$ cat config.mk
export PLATFORM = sky130hd
export DESIGN_NAME = usb_stream_in_ctrl
export DESIGN_NICKNAME = d
export VERILOG_FILES = /design/src/rtl/usb_gpif_pkg.sv /design/src/rtl/usb_stream_in_ctrl.sv
export SDC_FILE = /design/constraint.sdc
export NUM_CORES = 1
export LEC_CHECK = 0
export BUFFER_PORTS_ARGS = -buffer_cell sky130_fd_sc_hd__buf_2
export CORE_ASPECT_RATIO = 1.1
export CORE_UTILIZATION = 40
export CTS_CLUSTER_DIAMETER = 40
export DETAILED_ROUTE_END_ITERATION = 16
export GPL_TIMING_DRIVEN = 0
export PLACE_DENSITY_LB_ADDON = 0.08
export SLEW_MARGIN = 20
export SYNTH_ARGS = -nofsm -noshare
export SYNTH_HDL_FRONTEND = slang
export SYNTH_SLANG_ARGS = --single-unit
$ cat constraint.sdc
create_clock -name clk -period 2.2 [get_ports clk]
set_input_delay 0.11 -clock clk [delete_from_list [all_inputs] [get_ports clk]]
set_output_delay 0.11 -clock clk [all_outputs]
set_load 0.1 [all_outputs]
$ cat src/rtl/usb_gpif_pkg.sv
// Shared GPIF-II definitions: write-FSM state encoding, source mode codes
// and the word-counter width helper.
package usb_gpif_pkg;

    typedef enum logic [2:0] {
        ST_IDLE     = 3'd0,
        ST_ADDR     = 3'd1,
        ST_WAIT_RDY = 3'd2,
        ST_WRITE    = 3'd3,
        ST_TURN     = 3'd4
    } gpif_state_t;

    localparam logic MODE_PATTERN = 1'b0;
    localparam logic MODE_STREAM  = 1'b1;

    // Counter wide enough to hold indices 0..len-1, never narrower than 1 bit.
    function automatic int cnt_width(input int len);
        return (len > 1) ? $clog2(len) : 1;
    endfunction

endpackage

$ cat src/rtl/usb_stream_in_ctrl.sv
// Streams bursts of words into an FX3 socket over the GPIF-II slave FIFO
// write interface. Data comes either from a counter test pattern or from a
// valid/ready source stream; short packets are committed with pktend.
module usb_stream_in_ctrl
    import usb_gpif_pkg::*;
#(
    parameter int DATA_W    = 32,
    parameter int BURST_LEN = 4096,
    parameter int NUM_CH    = 4
) (
    input  logic              clk,
    input  logic              rst_n,
    input  logic              pclk_in,
    input  logic              enable,
    input  logic              mode,
    input  logic [1:0]        ch_sel,
    input  logic [DATA_W-1:0] s_data,
    input  logic              s_valid,
    input  logic              s_last,
    output logic              s_ready,
    input  logic              flag_a,
    input  logic              flag_b,
    output logic              pclk,
    output logic              slcs,
    output logic              sloe,
    output logic              slrd,
    output logic              slwr,
    output logic              pktend,
    output logic [1:0]        fifo_addr,
    output logic [DATA_W-1:0] usb_data,
    output logic              usb_data_oe,
    output logic              burst_done
);

    localparam int              CW       = cnt_width(BURST_LEN);
    localparam int              PW       = (CW < DATA_W) ? CW : DATA_W;
    localparam logic [CW-1:0]   LAST_IDX = CW'(BURST_LEN - 1);

    gpif_state_t       state, state_nx;
    logic [CW-1:0]     cnt;
    logic              mode_q;
    logic              start;
    logic              take;
    logic              done_full;
    logic              done_short;
    logic [1:0]        ch_wrap;
    logic [DATA_W-1:0] pat;

    // Write-only slave FIFO: chip select, output enable and read strobe fixed.
    assign pclk        = pclk_in;
    assign slcs        = 1'b0;
    assign sloe        = 1'b1;
    assign slrd        = 1'b1;
    assign usb_data_oe = ~slwr;

    // Socket number folded into the implemented range; pattern word is the
    // in-burst index, zero-extended or truncated to the bus width.
    always_comb begin
        ch_wrap         = 2'({30'd0, ch_sel} % NUM_CH);
        pat             = '0;
        pat[PW-1:0]     = cnt[PW-1:0];
    end

    // State register.
    always_ff @(posedge clk or negedge rst_n) begin
        if (!rst_n) state <= ST_IDLE;
        else        state <= state_nx;
    end

    // Next-state logic. flag_a only gates entry to WRITE; flag_b loss pauses
    // the burst in WAIT_RDY with the word index preserved.
    always_comb begin
        state_nx = state;
        case (state)
            ST_IDLE:     if (start)            state_nx = ST_ADDR;
            ST_ADDR:                           state_nx = ST_WAIT_RDY;
            ST_WAIT_RDY: if (flag_a && flag_b) state_nx = ST_WRITE;
            ST_WRITE: begin
                if (!flag_b)                       state_nx = ST_WAIT_RDY;
                else if (done_full || done_short)  state_nx = ST_TURN;
            end
            ST_TURN:                           state_nx = ST_IDLE;
            default:                           state_nx = ST_IDLE;
        endcase
    end

    // FSM outputs: burst start, word take, handshake and completion decode.
    always_comb begin
        start      = (state == ST_IDLE) && enable && ((mode == MODE_PATTERN) || s_valid);
        s_ready    = 1'b0;
        take       = 1'b0;
        if (state == ST_WRITE) begin
            s_ready = (mode_q == MODE_STREAM) && flag_b;
            take    = flag_b && ((mode_q == MODE_PATTERN) || s_valid);
        end
        done_full  = take && (cnt == LAST_IDX);
        done_short = take && (mode_q == MODE_STREAM) && s_last && !done_full;
    end

    // Burst context: mode and socket latch at start, index runs until TURN.
    always_ff @(posedge clk or negedge rst_n) begin
        if (!rst_n) begin
            mode_q    <= MODE_PATTERN;
            fifo_addr <= '0;
            cnt       <= '0;
        end else begin
            if (start) begin
                mode_q    <= mode;
                fifo_addr <= ch_wrap;
            end
            if (state == ST_TURN) cnt <= '0;
            else if (take)        cnt <= cnt + 1'b1;
        end
    end

    // Registered bus stage: each taken word appears one cycle later with
    // slwr low; a short-packet commit rides on the same cycle as its word.
    always_ff @(posedge clk or negedge rst_n) begin
        if (!rst_n) begin
            slwr       <= 1'b1;
            pktend     <= 1'b1;
            usb_data   <= '0;
            burst_done <= 1'b0;
        end else begin
            slwr       <= ~take;
            pktend     <= ~done_short;
            burst_done <= (state == ST_TURN);
            if (take) usb_data <= (mode_q == MODE_STREAM) ? s_data : pat;
        end
    end

endmodule

# After elaboration in Yosys (flattened, before gate mapping)
# Index checks and enable logic that the tools add are counted.
[classes] add_sub_neg=1 eq_ne=8 muxes=10 bitwise=5 reduce_logical=16
[op_table] op="two-way mux 32 bit" count=1
[op_table] op="two-way mux 12 bit" count=2
[op_table] op="adder 12 x 1 -> 12 bit, second input constant" count=1
[op_table] op="equality test 12 bit, second input constant" count=1
[op_table] op="two-way mux 3 bit" count=4
[op_table] op="case mux 3 bit (4 select lines)" count=1
[op_table] op="logical AND 1 bit" count=9
[op_table] op="equality test 3 x 2 -> 1 bit, second input constant" count=2
[op_table] op="NOT 1 bit" count=5
[op_table] op="inequality test 2 bit, second input constant" count=2
[op_table] op="equality test 3 x 1 -> 1 bit, second input constant" count=1
[op_table] op="equality test 3 bit, second input constant" count=1
[op_table] op="logical NOT 3 bit" count=1
[op_table] op="logical OR 1 bit" count=3
[op_table] op="inequality test 3 bit, second input constant" count=1
[op_table] op="AND reduction 3 bit" count=1
[op_table] op="two-way mux 1 bit" count=2
[op_table] op="nonzero test 2 bit" count=1
[op_table] op="logical NOT 1 bit" count=1
[totals] reg_bits=53 inputBits=43 out_inout_bits=43 wordCells=48

# Depth between registers and ports, before layout
# Gate-level depths: netlist of the first run.
[depth] depth_word=11 ltp_mapped=7 depth_no_buf=5

# Least setup slack after synthesis of the first run
# OpenSTA, ideal clock, no wires.
[synth_timing] path_kind="reg2out" from="reg mode_q" to="out s_ready" arrival_ns=1.753 required_time_ns=2.090 path_slack_ns=0.337 path_stages_with_launch=4 n_path_buf=2 cell_sequence="dfrtp_1 buf_2 buf_1 and2_1"
[synth_between] elab_chain_cells=2
[synth_rtl] item="start, declared" line_no="usb_stream_in_ctrl.sv:41" text="logic mode_q;"
[synth_rtl] item="start signal, assigned" line_no="usb_stream_in_ctrl.sv:108" text="mode_q <= mode;"
[synth_rtl] item="logical AND 1 bit" line_no="usb_stream_in_ctrl.sv:93" text="s_ready = (mode_q == MODE_STREAM) && flag_b;"
[synth_rtl] item="two-way mux 1 bit" line_no="usb_stream_in_ctrl.sv:92" text="if (state == ST_WRITE) begin"
[synth_rtl] item="end, declared" line_no="usb_stream_in_ctrl.sv:20" text="output logic s_ready,"
# No other way between the ends.

# Final worst setup path of the first run
[layout_timing] from="reg state[2]" to="reg usb_data[10]"
[layout_between] elab_chain_cells=2
[layout_rtl] item="start, declared" line_no="usb_stream_in_ctrl.sv:39" text="gpif_state_t state, state_nx;"
[layout_rtl] item="start signal, assigned" line_no="usb_stream_in_ctrl.sv:67" text="else state <= state_nx;"
[layout_rtl] item="equality test 3 x 2 -> 1 bit" line_no="usb_stream_in_ctrl.sv:92"
[layout_rtl] item="two-way mux 1 bit" line_no="usb_stream_in_ctrl.sv:92"
[layout_rtl] item="end signal, assigned" line_no="usb_stream_in_ctrl.sv:128" text="if (take) usb_data <= (mode_q == MODE_STREAM) ? s_data : pat;"
[layout_rtl] item="end, declared" line_no="usb_stream_in_ctrl.sv:30" text="output logic [DATA_W-1:0] usb_data,"
# No other way between the ends.
# A chain may end at the register's enable or synchronous reset.

==> results of run 1 <==
## kinds of logic after synthesis
family / synth area share (%)
other: 0.318
multiplexers: 6.51
adder cells (fa/ha/maj): 0.529
AND/OR/NAND/NOR: 23.8
XOR/XNOR: 2.22
buffers and inverters: 4.02
flip-flops: 56.2
AO/OA/AOI/OAI: 6.40
## routing by layer
metal	share of wire, %	vias to the layer above	GRT usage [%]	wire length [microns]
met2	47	59	27.9	2420
met3	5.1	10	4.00	261
met5	0	-	0	0
met4	1.9	0	5.19	97
met1	46	928	24.0	2360
li1	-	988	-	-
## final cells by class
class / instances / area [sq um] / share of cell area, %
Clock inverter: 1 / 7.51 / 0.252
Clock buffer: 7 / 76.3 / 2.56
Buffer: 15 / 76.3 / 2.56
Inverter: 4 / 15.0 / 0.504
Timing Repair Buffer: 83 / 428 / 14.4
Multi-Input combinational cell: 170 / 950 / 31.9
Sequential cell: 53 / 1330 / 44.6
Tap cell: 77 / 96.3 / 3.24
## cell usage after synthesis
library cell	count	share of area [%]
a21oi_1	7	1.5
a2bb2oi_1	1	0.37
and2_1	3	0.79
and4b_1	1	0.42
buf_1	2	0.32
buf_2	4	0.85
buf_4	4	1.3
clkbuf_1	6	0.95
conb_1	2	0.32
dfrtp_1	51	54
dfstp_2	2	2.2
ha_1	1	0.53
inv_1	4	0.63
mux2_2	3	1.4
mux2i_1	12	5.1
nand2_1	58	9.2
nand2b_1	1	0.26
nand3_1	26	5.5
nand4_1	3	0.79
nand4b_4	1	1.0
nor2_1	9	1.4
nor2b_1	2	0.53
nor3_1	2	0.42
nor3b_1	1	0.32
nor4_1	2	0.53
nor4b_1	2	0.74
o211ai_1	1	0.32
o21a_1	2	0.63
o21ai_0	17	3.6
or2_2	1	0.26
or3_1	3	0.79
or4_1	1	0.32
or4_4	1	0.48
xnor2_1	4	1.5
xor2_1	2	0.74
## worst reg2reg max path: cells and delay by family (launching register included)
family	cells	cell delay [ns]
flip-flops	1	0.46
AO/OA/AOI/OAI	1	0.07
AND/OR/NAND/NOR	3	0.61
buffers and inverters	3	0.59
## stage by stage
| step | hold slack [ns] | setup WS (ns) | cell area [sq um] | power (mW) | std cells |
|---|---|---|---|---|---|
| 2_1_floorplan | -0.186 | 0.337 | 2370 | 3.45 | 243 |
| 3_3_place_gp | 0.307 | 0.203 | 2870 | 3.88 | 401 |
| 3_5_place_dp | 0.195 | 0.175 | 2870 | 3.90 | 401 |
| 4_1_cts | 0.0216 | 0.157 | 2970 | 4.43 | 410 |
| 5_1_grt | 0.0208 | 0.114 | 2980 | 4.65 | 410 |
| 6_report | 0.0291 | 0.333 | 2980 | 4.39 | 410 |
## sequential cells by signal (all words and copies together), names as in the netlist
name        flops
usb_data       32
cnt            12
state           3
fifo_addr       2
burst_done      1
mode_q          1
pktend          1
slwr            1
## placed cells by master (no fill, tap or decap), types with 2 or more instances in the layout
master / count
mux2_2: 3
conb_1: 3
o21a_1: 2
dfrtp_1: 51
nand4_1: 3
or3_1: 3
dfstp_2: 2
nor2_1: 8
nor3_1: 2
clkbuf_1: 8
buf_2: 84
xor2_1: 2
and2_1: 3
clkbuf_8: 5
inv_1: 4
nand3_1: 26
xnor2_1: 4
buf_4: 5
nor4b_1: 2
o21ai_0: 17
mux2i_1: 12
nand2_1: 58
nor4_1: 2
dlygate4sd3_1: 2
a21oi_1: 7
## power breakdown
group	internal, mW	switching [mW]	leakage, nW	total (mW)
clock network	0.226	0.309	0.0385	0.535
registers	1.23	0.167	0.696	1.40
logic	0.439	2.02	0.831	2.46
total	1.89	2.50	1.57	4.39
## what timing repair did
| action | in CTS | in global routing |
|---|---|---|
| setup endpoints to repair | 1 | 29 |
| gates cloned | 0 | 0 |
| endpoints found under the hold margin | 52 | 0 |
| gates resized for setup | 0 | 2 |
| hold buffers | 2 | 0 |
## final timing paths
path	from	end	slack, ns	depth (start not counted)
setup / recovery	state[2]	usb_data[10]	0.33	7
hold / removal	s_data[16]	usb_data[16]	0.03	3
min in group asynchronous	rst_n	usb_data[25]	0.37	2
setup reg to reg	state[2]	usb_data[10]	0.33	7
max in group asynchronous	rst_n	fifo_addr[1]	1.39	2
hold reg to reg	usb_data[28]	usb_data[28]	0.46	2
==> flow_metrics.env, run 1 <==
export IMPL_nets=376
export IMPL_grt_max_degree=54
export IMPL_drt_iter0_markers=51
export IMPL_synth_cell_type_count=35
export IMPL_diodes=0
export IMPL_grt_pass1_wl_mm=8.35
export IMPL_worst_path_buf_inv=3
export IMPL_gp_congestion=0.823
export IMPL_critPathMaxStageDelay_ns=0.46
export IMPL_maxSlewHeadroom_pct=56.5
export IMPL_die_w_microns=75.3
export IMPL_die_area_sq_mm=0.00622
export IMPL_crit_path_max_fanout=10
export IMPL_max_freq_mhz=536
export IMPL_top_level_ports=86
export IMPL_outcome="complete, no violations"
export IMPL_avgSynthCellArea_sq_um=9.77
export IMPL_fin_crit_sh_pct=84.8
export IMPL_required_ns=2.37
export IMPL_ant_nets=0
export IMPL_layout_drive_gt1_share_pct=31.5
export IMPL_ir_drop_mv=0.775
export IMPL_setup_viol=0
export IMPL_cts_tree="done"
export IMPL_grt_remaining_overflow=0
export IMPL_clock_skew_ns=0.00602
export IMPL_grt_usage_pct=17.6
export IMPL_post_dp_hpwl_mm=3.75
export IMPL_max_slew_worst_pin_slew_ns=0.652
export IMPL_viasPerCell=4.84
export IMPL_seq_area_frac_synth_pct=56.2
export IMPL_dr_pass1_iters=4
export IMPL_num_rows=29
export IMPL_h_tree_depth=2
export IMPL_slowest_stage="dfrtp_1"
export IMPL_postSynthCellCount=242
export IMPL_numCtsBuffers=5
export IMPL_fp_dieH_microns=82.6
export IMPL_clkSinkCount=53
export IMPL_io_buffer_count=81
export IMPL_pwr_density_cell_mw_per_mm2=1470
export IMPL_cp_top_family="simple AND/OR/NAND/NOR gates"
export IMPL_hold_viol_final=0
export IMPL_critPathLaunchType="register"
export IMPL_wl_mm=5.14
export IMPL_fin_crit_ns=1.87
export IMPL_critPathKind="reg -> reg"
export IMPL_worstPathCellList="nand4b_4 -> nor2_2 -> inv_1 -> clkbuf_1 -> buf_2 -> nand2_1 -> o21ai_0"
export IMPL_hp_class="in -> reg"
export IMPL_fill_cells=612
export IMPL_yosysWarnings=0
export IMPL_first_global_vias=1806
export IMPL_start_util_pct=41.2
export IMPL_cts_buffer_depth=2
export IMPL_critPathCaptureType="register"
export IMPL_wl_per_cell_microns=12.5
export IMPL_clk_pin_slew_ns=0.09
export IMPL_arrival_ns=2.04
export IMPL_antenna_found_initial=0
export IMPL_postLayoutCoreUtil_pct=51.9
export IMPL_ys_seq_elements=53
export IMPL_route_vias_total=1985
export IMPL_cts_setup_buffers=0
export IMPL_rsz0062_at_grt="false"
export IMPL_core_area_sq_mm=0.00573
export IMPL_cap_viol_max_count=0
export IMPL_drc=0
export IMPL_fin_setup_tns_ns=0
export IMPL_area_growth_syn_to_layout_pct=25.9
export IMPL_clock_root_buffer="clkbuf_8"
export IMPL_insertion_delay_ns=0.30
export IMPL_syn_area_sq_mm=0.00236
export IMPL_slew_violations=0
export IMPL_total_leakage_power_nw=1.57
Power figures use the tool's default switching activity.
==> inputs of run 2 (changes only) <==
==> constraint.sdc (replaced) <==
create_clock -name clk -period 1.7 [get_ports clk]
set_input_delay 0.085 -clock clk [delete_from_list [all_inputs] [get_ports clk]]
set_output_delay 0.085 -clock clk [all_outputs]
set_load 0.1 [all_outputs]
==> run 2 against run 1 <==
Against the previous run: non-clock buffer count up 25; count of clock-buffer cells in the layout shrank 1; wire length rose by 6.5%; largest power group unchanged; worst setup slack got worse by 0.37 ns; clock skew grew 0.0048 ns; core utilization grew 5.0 points; the run now ends with setup timing left; maximum frequency up 7.7%; first-iteration DRC count up 65%; total power is 34% higher; global-route usage barely moved; largest cell class unchanged.
==> flow_metrics.env, run 2 (synthesized netlist as in run 1, its figures left out) <==
export IMPL_maxSlewHeadroom_pct=55.4
export IMPL_use_met3_pct=3.64
export IMPL_nets=401
export IMPL_pwr_density_cell_mw_per_mm2=1800
export IMPL_ir_drop_mv=0.969
export IMPL_total_leakage_power_nw=1.69
export IMPL_grt_usage_pct=17.6
export IMPL_crit_path_max_fanout=6
export IMPL_clk_pin_slew_ns=0.09
export IMPL_io_buffer_count=81
export IMPL_drc=0
export IMPL_critPathMaxStageDelay_ns=0.54
export IMPL_clock_skew_ns=0.0109
export IMPL_setup_slack_ns=-0.0331
export IMPL_slowest_stage="or4_4"
export IMPL_largest_reg_flops=32
export IMPL_dr_pass1_iters=4
export IMPL_fin_crit_ns=1.73
export IMPL_first_global_vias=1758
export IMPL_post_dp_hpwl_mm=3.76
export IMPL_setup_viol=3
export IMPL_num_rows=29
export IMPL_clkSinkCount=53
export IMPL_use_met1_pct=23.2
export IMPL_slew_violations=0
export IMPL_viasPerCell=4.79
export IMPL_critPathCaptureType="register"
export IMPL_top_level_ports=86
export IMPL_rsz0062_at_grt="true"
export IMPL_arrival_ns=1.96
export IMPL_cts_buffer_depth=2
export IMPL_cap_viol_max_count=0
export IMPL_hp_class="in -> reg"
export IMPL_numCtsBuffers=5
export IMPL_insertion_delay_ns=0.31
export IMPL_busiest_layer="met2"
export IMPL_violations="setup timing"
export IMPL_die_area_sq_mm=0.00622
export IMPL_drt_iter0_markers=84
export IMPL_outcome="finished, violations left"
export IMPL_antenna_found_initial=0
export IMPL_max_freq_mhz=577
export IMPL_area_growth_syn_to_layout_pct=38.1
export IMPL_fin_crit_sh_pct=102
export IMPL_critPathKind="reg -> reg"
export IMPL_fin_setup_tns_ns=-0.0448
export IMPL_ant_nets=0
export IMPL_required_ns=1.93
export IMPL_wl_per_cell_microns=12.6
export IMPL_wl_mm=5.48
export IMPL_layout_drive_gt1_share_pct=36.6
export IMPL_met2_usage_pct=29.2
export IMPL_hold_viol_final=0
export IMPL_gp_congestion=0.792
export IMPL_grt_remaining_overflow=0
export IMPL_fp_dieH_microns=82.6
export IMPL_core_area_sq_mm=0.00573
export IMPL_fill_cells=563
export IMPL_critPathLaunchType="register"
export IMPL_layout_common_cells="buf_2 (82), nand2_1 (58), dfrtp_1 (47)"
export IMPL_route_vias_total=2082
export IMPL_top_regs="usb_data x32, cnt x12, state x3"
export IMPL_die_w_microns=75.3
export IMPL_largest_register="usb_data"
export IMPL_start_util_pct=41.2
export IMPL_power_mw=5.87
export IMPL_clock_root_buffer="clkbuf_8"
export IMPL_postLayoutCoreUtil_pct=57.0
export IMPL_layout_commonest_cell="buf_2"
export IMPL_grt_max_degree=54
export IMPL_h_tree_depth=2
export IMPL_max_slew_worst_pin_slew_ns=0.669
export IMPL_grt_pass1_wl_mm=8.25
export IMPL_multi_input_area_sq_um=997
export IMPL_diodes=0
export IMPL_cts_tree="done"
export IMPL_worstPathCellList="nand4b_4 -> or4_4 -> or3_4 -> a21oi_2"
export IMPL_ff_latch_area_sq_mm=0.00133
-- run 2: what timing repair did --
| item | in CTS | in global routing |
|---|---|---|
| pin swaps | 4 | 4 |
| buffers inserted | 3 | 10 |
| gates resized for setup | 11 | 10 |
| setup endpoints to repair | 44 | 33 |
| hold endpoints to repair | 65 | 0 |
| hold buffers | 15 | 0 |
-- run 2: worst max-delay path: cells and delay by family (launching register included) --
kind	cells	cell delay, ns
AND/OR/NAND/NOR	3	1.10
flip-flops	1	0.44
AO/OA/AOI/OAI	1	0.13
-- run 2: layout make-up --
cell class | count | area share, %
clock inverter | 2 | 0.421
buffer | 14 | 2.41
sequential | 53 | 40.8
timing repair buffer | 109 | 20.2
tap | 77 | 2.95
clock buffer | 6 | 2.22
multi-input combinational | 170 | 30.5
inverter | 4 | 0.460
-- run 2: final timing paths --
check / end / slack (ns) / cells past startpoint / from
worst max-delay path: cnt[7] / -0.03 / 4 / state[2]
worst min-delay path: usb_data[13] / 0.002 / 3 / s_data[13]
worst max register to register: cnt[7] / -0.03 / 4 / state[2]
worst min register to register: usb_data[30] / 0.47 / 2 / usb_data[30]
max in group asynchronous: state[0] / 0.84 / 2 / rst_n
min in group asynchronous: usb_data[26] / 0.35 / 2 / rst_n
-- run 2: power breakdown --
| part | internal (mW) | switching, mW |
|---|---|---|
| combinational | 0.692 | 2.67 |
| clock | 0.294 | 0.407 |
| sequential | 1.59 | 0.213 |
| total | 2.58 | 3.29 |
-- run 2: per-stage QoR --
step | cells | instance area (sq um) | setup WS, ns | hold slack, ns
final | 435 | 3270 | -0.0331 | 0.00241
after global routing | 435 | 3270 | -0.0947 | 0.00903
after CTS | 426 | 3170 | 0.00222 | 0.000224
after detailed placement | 401 | 2870 | -0.307 | 0.169
after global placement | 401 | 2870 | -0.313 | 0.281
after floorplan | 243 | 2370 | 0.0399 | -0.211
-- run 2: metal layers --
metal  vias up  part of all wire, %
li1       1040                    -
met1       979                   45
met2        57                   49
met3         6                  4.3
met4         0                  1.2
met5         -                    0
==> inputs of run 3 (changes only) <==
--- a/config.mk
+++ b/config.mk
@@ -11,7 +11,7 @@
 export CTS_CLUSTER_DIAMETER = 40
 export DETAILED_ROUTE_END_ITERATION = 16
 export GPL_TIMING_DRIVEN = 0
-export PLACE_DENSITY_LB_ADDON = 0.08
+export PLACE_DENSITY = 0.77
 export SLEW_MARGIN = 20
 export SYNTH_ARGS = -nofsm -noshare
 export SYNTH_HDL_FRONTEND = slang
==> run 3 against run 2 <==
Against the previous run: the flow still finishes with violations (setup timing); wire length up 0.84%; clock power is 4.9% higher; register-to-register slack about the same; sequential cell count unchanged.
==> flow_metrics.env, run 3 (synthesized netlist as in run 1, its figures left out) <==
export IMPL_numCtsBuffers=5
export IMPL_ir_drop_mv=0.885
export IMPL_ant_nets=0
export IMPL_rrSetupSlack_ns=-0.02
export IMPL_min_path_cells=3
export IMPL_grt_max_degree=54
export IMPL_drc=0
export IMPL_critPathCaptureType="register"
export IMPL_total_leakage_power_nw=1.66
export IMPL_postLayoutCoreUtil_pct=55.7
export IMPL_grt_remaining_overflow=0
export IMPL_antenna_found_initial=0
export IMPL_fp_dieH_microns=82.6
export IMPL_max_freq_mhz=581
export IMPL_cts_tree="done"
export IMPL_setup_slack_ns=-0.0215
export IMPL_cap_viol_max_count=0
export IMPL_outcome="finished, violations left"
export IMPL_use_met1_pct=22.2
export IMPL_setup_viol=3
export IMPL_busiest_layer="met2"
export IMPL_largest_reg_flops=32
export IMPL_max_slew_worst_pin_slew_ns=0.661
export IMPL_post_dp_hpwl_mm=3.82
export IMPL_insertion_delay_ns=0.31
export IMPL_viasPerCell=4.77
export IMPL_r2r_end="cnt[7]"
export IMPL_area_growth_syn_to_layout_pct=34.9
export IMPL_slew_violations=0
export IMPL_dr_pass1_iters=4
export IMPL_drt_iter0_markers=99
export IMPL_critPathLaunchType="register"
export IMPL_use_met3_pct=2.79
export IMPL_hp_class="in -> reg"
export IMPL_top_level_ports=86
export IMPL_fin_crit_ns=1.72
export IMPL_fin_crit_sh_pct=101
export IMPL_nets=392
export IMPL_required_ns=1.94
export IMPL_hp_start="s_data[12]"
export IMPL_wl_mm=5.52
export IMPL_clkSinkCount=53
export IMPL_met2_usage_pct=31.9
export IMPL_diodes=0
export IMPL_grt_usage_pct=18.3
export IMPL_arrival_ns=1.96
export IMPL_num_rows=29
export IMPL_top_regs="usb_data x32, cnt x12, state x3"
export IMPL_h_tree_depth=2
export IMPL_gp_congestion=0.791
export IMPL_cts_buffer_depth=2
export IMPL_critPathKind="reg -> reg"
export IMPL_rsz0062_at_grt="true"
export IMPL_clock_skew_ns=0.00592
export IMPL_r2r_start="state[2]"
export IMPL_io_buffer_count=81
export IMPL_first_global_vias=1871
export IMPL_grt_pass1_wl_mm=8.50
export IMPL_maxSlewHeadroom_pct=55.9
export IMPL_largest_register="usb_data"
export IMPL_layout_common_cells="buf_2 (80), nand2_1 (58), dfrtp_1 (48)"
export IMPL_hold_viol_final=0
export IMPL_ff2ff_path_depth=4
export IMPL_clock_root_buffer="clkbuf_8"
export IMPL_wl_per_cell_microns=13.0
export IMPL_core_area_sq_mm=0.00573
export IMPL_pwr_density_cell_mw_per_mm2=1840
export IMPL_clk_pin_slew_ns=0.09
export IMPL_layout_commonest_cell="buf_2"
export IMPL_die_area_sq_mm=0.00622
export IMPL_die_w_microns=75.3
export IMPL_violations="setup timing"
export IMPL_start_util_pct=41.2
export IMPL_route_vias_total=2034
export IMPL_crit_path_max_fanout=6
export IMPL_layout_drive_gt1_share_pct=36.4
export IMPL_power_mw=5.86
export IMPL_min_to="usb_data[12]"
[run 3: changes by cell type in the layout (fill, tap and decap cells not counted), sizes merged]
cell / previous run / this run
clkinvlp: 0 / 1
clkinv: 1 / 0
inv: 5 / 4
clkbuf: 10 / 14
buf: 104 / 95
dlygate4sd3: 15 / 12
[run 3: routing by layer]
layer,wire length (microns),vias up
met5,0,-
met4,108,0
met3,199,9
met2,2850,54
met1,2360,951
li1,-,1020
[run 3: worst max-delay path, cell delays in order (launching register included)]
cell and delay (ns):
dfrtp_2 0.44, nand4b_4 0.22, or4_4 0.54, or3_4 0.35
a21oi_2 0.12
[run 3: worst max path at each step]
stage	from	endpoint	depth (start not counted)
after floorplan	state[2]	cnt[7]	4
after global placement	state[2]	usb_data[7]	7
after detailed placement	state[2]	usb_data[11]	7
after CTS	cnt[2]	cnt[11]	4
after global routing	state[2]	cnt[7]	4
final	state[2]	cnt[7]	4
[run 3: cell type report]
| type | instances | area [sq um] |
|---|---|---|
| clock buffers | 7 | 86.3 |
| flip-flops and latches | 53 | 1330 |
| repair buffers | 99 | 576 |
| clock inverters | 1 | 7.51 |
| inverters | 4 | 15.0 |
| plain buffers | 15 | 91.3 |
| fillers | 556 | 2540 |
| well taps | 77 | 96.3 |
| multi-input cells | 170 | 986 |
[run 3: through the flow]
step	instances	setup slack (ns)	hold slack [ns]	setup TNS [ns]	area (sq um)
3_3_place_gp	401	-0.262	0.289	-7.61	2870
2_1_floorplan	243	0.0399	-0.211	0	2370
5_1_grt	426	-0.0737	0.00188	-0.277	3190
4_1_cts	422	0.000371	0.000237	0	3120
6_report	426	-0.0215	0.00240	-0.0566	3190
3_5_place_dp	401	-0.360	0.169	-11.50	2870
[run 3: power breakdown]
part / internal, mW / switching, mW
registers: 1.59 / 0.224
logic: 0.659 / 2.64
clock network: 0.332 / 0.403
[run 3: repair_timing]
item / CTS / global route
pin swaps: 3 / 5
resized for setup: 9 / 19
cloned: 0 / 0
setup endpoints to repair: 42 / 35
buffers inserted: 2 / 4
endpoints found under the hold margin: 62 / 0
hold buffers: 12 / 0
